===== src/rtl/ringbuffer_uart_drain.sv =====
// ringbuffer_uart_drain: pops ring-buffer records and sends them MSB byte first over an 8N1 UART line
module ringbuffer_uart_drain #(
  parameter int DW = 48,
  parameter int CLKS_PER_BIT = 104
) (
  input  logic          clk,
  input  logic          reset,
  input  logic          empty,
  input  logic [DW-1:0] read_data,
  output logic          read_clk_enable,
  output logic          uart_tx,
  output logic          busy
);
  localparam int CW = $clog2(CLKS_PER_BIT);
  localparam int NB = DW / 8;
  localparam int BW = $clog2(NB) + 1;
  typedef enum logic [2:0] {IDLE, POP, WAIT, START, DATA, STOP} state_t;
  state_t        state;
  logic [CW-1:0] cnt;
  logic [2:0]    bit_idx;
  logic [BW-1:0] byte_idx;
  logic [DW-1:0] shift_reg;
  logic [7:0]    cur_byte;
  logic          bit_end;
  assign cur_byte = shift_reg[DW-1 -: 8];
  assign bit_end  = cnt == CW'(CLKS_PER_BIT - 1);
  // uart_tx is loaded one cycle ahead with the level of the bit about to start
  always_ff @(posedge clk or negedge reset) begin
    if (!reset) begin
      state           <= IDLE;
      cnt             <= '0;
      bit_idx         <= '0;
      byte_idx        <= '0;
      shift_reg       <= '0;
      read_clk_enable <= 1'b0;
      uart_tx         <= 1'b1;
      busy            <= 1'b0;
    end else begin
      read_clk_enable <= 1'b0;
      case (state)
        IDLE: if (!empty) begin
          read_clk_enable <= 1'b1;
          busy            <= 1'b1;
          state           <= POP;
        end
        POP: state <= WAIT;
        WAIT: begin
          shift_reg <= read_data;
          byte_idx  <= '0;
          cnt       <= '0;
          uart_tx   <= 1'b0;
          state     <= START;
        end
        START: if (bit_end) begin
          cnt     <= '0;
          bit_idx <= '0;
          uart_tx <= cur_byte[0];
          state   <= DATA;
        end else cnt <= cnt + 1'b1;
        DATA: if (bit_end) begin
          cnt <= '0;
          if (bit_idx == 3'd7) begin
            uart_tx <= 1'b1;
            state   <= STOP;
          end else begin
            bit_idx <= bit_idx + 3'd1;
            uart_tx <= cur_byte[bit_idx + 3'd1];
          end
        end else cnt <= cnt + 1'b1;
        STOP: if (bit_end) begin
          cnt       <= '0;
          shift_reg <= shift_reg << 8;
          if (byte_idx == BW'(NB - 1)) begin
            busy  <= 1'b0;
            state <= IDLE;
          end else begin
            byte_idx <= byte_idx + 1'b1;
            uart_tx  <= 1'b0;
            state    <= START;
          end
        end else cnt <= cnt + 1'b1;
        default: state <= IDLE;
      endcase
    end
  end
endmodule


===== config.mk =====
export PLATFORM = sky130hd
export DESIGN_NAME = ringbuffer_uart_drain
export DESIGN_NICKNAME = d
export VERILOG_FILES = /design/src/rtl/ringbuffer_uart_drain.sv
export SDC_FILE = /design/constraint.sdc
export NUM_CORES = 1
export LEC_CHECK = 0
export ABC_AREA = 1
export CAP_MARGIN = 30
export CELL_PAD_IN_SITES_DETAIL_PLACEMENT = 1
export CELL_PAD_IN_SITES_GLOBAL_PLACEMENT = 1
export CORE_MARGIN = 5
export CORE_UTILIZATION = 39
export DETAILED_ROUTE_END_ITERATION = 10
export PLACE_DENSITY = 0.82
export SYNTH_ARGS = -nofsm -noshare
export SYNTH_HDL_FRONTEND = slang
export SYNTH_SLANG_ARGS = --single-unit
export TNS_END_PERCENT = 20

===== constraint.sdc =====
create_clock -name clk -period 1.8 [get_ports clk]
set_clock_uncertainty 0.15 [all_clocks]
set_input_delay 0.45 -clock clk [delete_from_list [all_inputs] [get_ports clk]]
set_output_delay 0.45 -clock clk [all_outputs]
set_load 0.01 [all_outputs]

==> results of run 1 <==
[cells by family after synthesis]
logic type | after synthesis | synth area share, %
XOR/XNOR | 5 | 1.32
adder cells (fa/ha/maj) | 7 | 2.65
AO/OA/AOI/OAI | 80 | 14.2
flip-flops | 68 | 51.4
AND/OR/NAND/NOR | 191 | 23.1
buffers and inverters | 59 | 7.26
[placed cells by master (no fill, tap or decap), types with 2 or more instances in the layout]
master           synthesis  final
nand2_1                118    115
dfrtp_1                 67     67
clkdlybuf4s50_1          0     49
nor2_1                  45     41
inv_1                   39     39
a31oi_1                 31     31
o21ai_0                 29     26
nand3_1                 21     20
buf_4                    3     13
o211ai_1                 9      9
clkbuf_8                 0      9
ha_1                     7      6
buf_12                   0      6
xor2_1                   5      5
clkbuf_16                0      5
o21ai_1                  2      4
a21oi_1                  5      4
inv_2                    2      3
nor2_2                   0      3
dlygate4sd2_1            0      3
buf_6                    0      3
nand2_2                  0      2
nand3_4                  0      2
or2_2                    2      2
nor3_1                   2      2
o22ai_1                  2      2
clkinvlp_4               0      2
clkinv_2                 0      2
[per-stage QoR]
stage,std cells,utilization [%]
2_1_floorplan,410,-
4_1_cts,585,52.0
5_1_grt,595,54.8
3_5_place_dp,568,49.6
3_3_place_gp,568,49.6
6_report,595,54.8
[worst paths after layout]
check / startpoint / endpoint / slack, ns
worst min-delay path: bit_idx[1] / bit_idx[1] / 0.37
max in group asynchronous: reset / shift_reg[12] / 0.60
worst max register to register: cnt[0] / shift_reg[27] / -0.07
min in group asynchronous: reset / byte_idx[0] / 0.40
worst min register to register: bit_idx[1] / bit_idx[1] / 0.37
worst max-delay path: cnt[0] / shift_reg[27] / -0.07
[Yosys cell counts, drive strengths merged (7+ instances only)]
cell	instances	area share [%]
clkbuf	8	0.91
ha	7	2.6
buf	9	1.6
dfrtp	67	51
inv	41	4.6
nor2	45	5.1
o211ai	9	2.0
a31oi	31	5.9
nand2	118	13
nand3	23	3.8
o21ai	32	5.0
[power by group]
part	total, W	switching [W]	internal (W)
sequential	0.00162	0.0000332	0.00158
clock	0.00127	0.000633	0.000641
combinational	0.000245	0.000100	0.000145
total	0.00313	0.000767	0.00237
[layer usage]
layer  track usage (%)  vias up  wire [um]
met4              6.76        0        138
li1                  -     1490          -
met3              2.73       14        244
met5                 0        -          0
met2              31.2       51       5400
met1              23.2     1507       4190
[worst register-to-register path: cells and delay by family, from the launching register on]
kind,cells,cell delay [ns]
flops,1,0.42
compound gates,2,0.41
buf+inv,3,0.39
fa+ha+maj,1,0.21
simple gates,3,0.20
[cell type report]
| cell class | count | share of cell area [%] |
|---|---|---|
| Clock inverter | 6 | 1.41 |
| Inverter | 42 | 3.48 |
| Timing Repair Buffer | 81 | 20.1 |
| Sequential cell | 68 | 37.6 |
| Multi-Input combinational cell | 283 | 31.7 |
| Clock buffer | 10 | 2.82 |
| Tap cell | 105 | 2.90 |
[what timing repair did]
item,4_1_cts,5_1_grt
endpoints found under the hold margin,11,0
gates resized for setup,4,21
setup buffers,0,5
endpoints found under the setup margin,7,55
hold buffers,1,0
cloned,0,5
pin swaps,0,5
==> flow_summary_export.csv, run 1 <==
group,metric,value,unit
run_status,status,"finished with violations",
run_status,failed_checks,"negative setup slack",
sta,final-hold-violation-count,0,
final_layout,largest_reg_flops,48,
final_layout,antenna-diode-count,0,
sta,timing.hold.ws,0.366,ns
sta,min_period,1.87,ns
setup_path,crit_family,"flip-flops",
yosys,synth-seq-cells,68,
yosys,synth_area,3310,um2
floorplanning,coreArea,8260,um2
setup_path,cp_slowest_cell,"dfrtp_1",
placed_design,placement.io_buffers,53,
final_layout,fill_cells,994,
final_layout,design_area,4520,um2
route,drt_pass1_iterations,4,
global_routing,grt_use_total,18.2,%
final_layout,layout-drive-gt1-share,12.9,%
sta,fin_crit_sh,104,%
route,drtIter0Drc,98,
final_layout,final_nets,543,
global_routing,grt_pass1_wl,14900,um
setup_path,path_cells,"ha_2 -> nand2_2 -> inv_2 -> nand3_4 -> o21ai_4 -> buf_6 -> clkbuf_16 -> nor2_1 -> a31oi_1",
clocking,cts-root-buf,"clkbuf_8",
placed_design,dp_hpwl,6570,um
route,final_antenna_net_count,0,
yosys,synth-edff-count,0,
placed_design,gp_congestion,0.721,
setup_path,slowest_delay,0.42,ns
sta,grt_setup_unrepaired,"yes",
yosys,yosysWarnings,0,
floorplanning,dieArea,10400,um2
yosys,ys_seq_area_share,51.4,%
setup_path,worst-setup-path-type,"reg2reg",
setup_path,crit_required,1.91,ns
route,via_per_inst,5.15,
clocking,htreeDepth,3,
floorplanning,chipHeight,102,um
sta,max_freq,535,MHz
final_layout,seqCellArea,1700,um2
yosys,syn_inst,410,
sta,tightest_slew,0.377,ns
floorplanning,pin_count,54,
min_path,hold_path_class,"reg2reg",
route,vias,3062,
final_layout,syn2layout_area_growth,36.7,%
setup_path,path_buf_inv,3,
yosys,synth_fp_nets,468,
pwr,p_leak,2.04,nW
pwr,ir_drop,0.384,mV
route,drcViolationCount,0,
sta,slew_viol_final,0,
flow_run,maxCapViolCount,0,
setup_path,worst_setup_path_end_kind,"flop",
final_layout,multi_input_comb_area,1430,um2
placed_design,pre_cts_ws,0.0273,ns
sta,relSlewSlack,74.9,%
route,routed_wl,9970,um
clocking,clk_path_buf_depth,2,
sta,setup-tns-final,-1.54,ns
yosys,async_reset_ff_share,100,%
yosys,syn_avg_cell_area,8.07,um2
clocking,clk_latency,0.35,ns
floorplanning,core.rowCount,33,
floorplanning,initial_utilization,40.1,%
setup_path,cp_max_fo,6,
floorplanning,dieWidth,102,um
placed_design,place_area,4100,um2
setup_path,worst_setup_path_start_kind,"flop",
global_routing,grt_pass1_vias,3188,
clocking,cts_made_buffers,9,
setup_path,path_depth,9,
clocking,cts.reportedPaths.clkPinSlew,0.08,ns
sta,finalSetupViolCount,45,
yosys,ys_types,25,
global_routing,grt_max_degree,46,
pwr,fin_total_pwr,0.00313,W
global_routing,antenna_found_initial,0,
setup_path,crit_arrival,1.98,ns
sta,setup_ws,-0.0679,ns
setup_path,reg2reg_depth,9,
yosys,synthFlopType,"dfrtp_1",
pwr,powerDensity,693,nW/um2
min_path,hold_depth,2,
clocking,cts_tree,"built",
clocking,clock_sinks,68,
global_routing,gr-total-overflow,0,
route,wl_per_cell,16.8,um
No activity file was read; power rests on OpenSTA's default activity.
==> run 2: changes to the inputs <==
==> config.mk (replaced) <==
export PLATFORM = sky130hd
export DESIGN_NAME = ringbuffer_uart_drain
export DESIGN_NICKNAME = d
export VERILOG_FILES = /design/src/rtl/ringbuffer_uart_drain.sv
export SDC_FILE = /design/constraint.sdc
export NUM_CORES = 1
export LEC_CHECK = 0
export CAP_MARGIN = 30
export CELL_PAD_IN_SITES_DETAIL_PLACEMENT = 0
export CELL_PAD_IN_SITES_GLOBAL_PLACEMENT = 1
export CORE_MARGIN = 5
export CORE_UTILIZATION = 40
export DETAILED_ROUTE_END_ITERATION = 10
export PLACE_DENSITY = 0.8
export SYNTH_ARGS = -nofsm -noshare
export SYNTH_HDL_FRONTEND = slang
export SYNTH_SLANG_ARGS = --single-unit
export TNS_END_PERCENT = 20
==> flow_summary_export.csv, run 2 <==
group,metric,value,unit
yosys,ys_types,43,
final_layout,final_nets,483,
route,drt_pass1_iterations,4,
setup_path,slowest_delay,0.48,ns
sta,final-hold-violation-count,0,
route,final_antenna_net_count,0,
route,top_layer_used,"met4",
sta,fin_crit_sh,112,%
clocking,htreeDepth,3,
yosys,synthFlopType,"dfrtp_1",
flow_run,maxCapViolCount,0,
floorplanning,chipHeight,102,um
global_routing,grt_max_degree,37,
final_layout,fill_cells,640,
floorplanning,pin_count,54,
yosys,syn_inst,327,
setup_path,cp_slowest_cell,"mux4_2",
yosys,syn_avg_cell_area,10.3,um2
clocking,clk_path_buf_depth,2,
setup_path,reg2reg_slack,-0.22,ns
pwr,powerDensity,616,nW/um2
setup_path,regToRegStartpoint,"bit_idx[1]",
setup_path,cp_max_fo,2,
route,wl_met3,417,um
route,routed_wl,8670,um
sta,relSlewSlack,66.4,%
route,vias,2788,
placed_design,gp_congestion,0.825,
global_routing,grt_pass1_vias,2792,
setup_path,crit_required,1.94,ns
floorplanning,initial_utilization,41.0,%
route,met2_length,4310,um
final_layout,layout-drive-gt1-share,27.2,%
setup_path,path_cells,"ha_2 -> ha_4 -> mux4_2 -> nor2b_1 -> o31ai_1 -> mux2_1",
placed_design,dp.cells,502,
route,drcViolationCount,0,
clocking,clock_sinks,68,
sta,slew_viol_final,0,
sta,timing.hold.ws,0.340,ns
sta,max_freq,496,MHz
global_routing,gr-total-overflow,0,
clocking,cts.reportedPaths.clkPinSlew,0.08,ns
yosys,yosysTopAreaCell,"dfrtp_1",
global_routing,grt_use_total,16.2,%
global_routing,antenna_found_initial,0,
yosys,synth_area,3370,um2
final_layout,final_cell_mix,"67 x dfrtp_1, 49 x clkdlybuf4s50_1, 45 x mux2i_1",
yosys,synth_most_common_cell,"dfrtp_1",
setup_path,worst-setup-path-type,"reg2reg",
route,drtIter0Drc,102,
floorplanning,dieArea,10300,um2
setup_path,crit_arrival,2.16,ns
sta,grt_setup_unrepaired,"yes",
yosys,synth-seq-cells,68,
setup_path,worst_setup_path_end_kind,"flop",
placed_design,dp_hpwl,5530,um
run_status,status,"finished with violations",
yosys,yosysWarnings,0,
route,via_per_inst,5.21,
setup_path,worst_setup_path_start_kind,"flop",
final_layout,design_area,5030,um2
global_routing,grt_pass1_wl,13200,um
clocking,clk_latency,0.34,ns
final_layout,syn2layout_area_growth,49.3,%
route,wl_per_cell,16.2,um
min_path,hold_depth,2,
final_layout,stdcell_count,535,
clocking,cts_tree,"built",
clocking,cts-root-buf,"clkbuf_8",
clocking,cts_made_buffers,9,
placed_design,place_area,4320,um2
pwr,p_leak,2.53,nW
yosys,synth_fp_nets,385,
floorplanning,core.rowCount,33,
run_status,failed_checks,"negative setup slack",
setup_path,reg2reg_depth,6,
final_layout,antenna-diode-count,0,
min_path,whs_endpoint,"shift_reg[26]",
sta,setup_ws,-0.218,ns
yosys,synth_top_area_share,49.8,%
yosys,ys_seq_area_share,50.6,%
yosys,synth_common_cells,"67 x dfrtp_1, 53 x nand2_1, 51 x o21ai_0",
setup_path,reg2reg_to,"uart_tx",
sta,tightest_slew,0.504,ns
yosys,async_reset_ff_share,100,%
floorplanning,dieWidth,102,um
floorplanning,coreArea,8220,um2
final_layout,largest_reg_flops,48,
sta,finalSetupViolCount,13,
min_path,hold_path_class,"reg2reg",
min_path,hold_start,"shift_reg[26]",
sta,min_period,2.02,ns
placed_design,placement.io_buffers,53,
final_layout,layout_commonest_cell,"dfrtp_1",
route,drt-met1-wl,3810,um
yosys,synth-edff-count,0,
pwr,ir_drop,0.387,mV
yosys,synth_area_leaders,"dfrtp_1 50%, mux2i_1 14%, o21ai_0 7.6%",
[run 2: worst max path at each step]
stage,slack (ns),cells past startpoint,end,startpoint
final,-0.22,6,uart_tx,bit_idx[1]
after CTS,-0.23,6,uart_tx,bit_idx[1]
after global routing,-0.26,6,uart_tx,bit_idx[0]
after global placement,-0.17,6,uart_tx,bit_idx[0]
after detailed placement,-0.22,6,uart_tx,bit_idx[1]
after floorplan,-0.12,6,uart_tx,bit_idx[0]
[run 2: timing repair]
item	CTS	global route
pin swaps	4	12
cloned	4	7
resized for setup	35	55
hold buffers	1	0
setup endpoints to repair	63	60
buffers inserted	4	2
endpoints found under the hold margin	15	0
[run 2: layout make-up]
cell class                 instances  area [um2]  area share (%)
timing repair buffer             109        1230            24.4
multi-input combinational        232        1720            34.2
tap                              105         131            2.61
inverter                           5        18.8           0.373
sequential                        68        1700            33.9
clock inverter                     6        87.6            1.74
clock buffer                      10         138            2.74
[run 2: metrics by stage]
stage	setup TNS (ns)	utilization, %	power, W	worst slack, ns
after floorplan	-0.915	-	0.00156	-0.121
after global placement	-1.11	52.6	0.00172	-0.171
after detailed placement	-3.10	52.6	0.00172	-0.217
after CTS	-1.53	57.6	0.00313	-0.225
after global routing	-2.84	61.2	0.00321	-0.264
final	-0.607	61.2	0.00310	-0.218
[run 2: kinds of logic after synthesis]
logic type	count (synthesis)	synth area share, %
fa+ha+maj	7	2.60
flops	68	50.6
mux	48	14.7
buf+inv	27	3.90
xor+xnor	4	1.04
compound gates	85	15.1
simple gates	88	12.1
[run 2: power breakdown]
part,switching (W),total (W),internal (W)
Combinational,0.0000546,0.000162,0.000108
Clock,0.000593,0.00141,0.000815
Sequential,0.000000526,0.00153,0.00153
Total,0.000648,0.00310,0.00245
[run 2: layer usage]
metal,global-route usage (%),up-vias
li1,-,1359
met3,4.41,11
met5,0,-
met2,26.1,64
met4,5.93,0
met1,21.0,1354
[run 2: critical path: cells and delay by family (launching register included)]
family                   cells  cell delay [ns]
AO/OA/AOI/OAI                1             0.19
adder cells (fa/ha/maj)      2             0.46
flip-flops                   1             0.39
multiplexers                 2             0.64
AND/OR/NAND/NOR              1             0.14
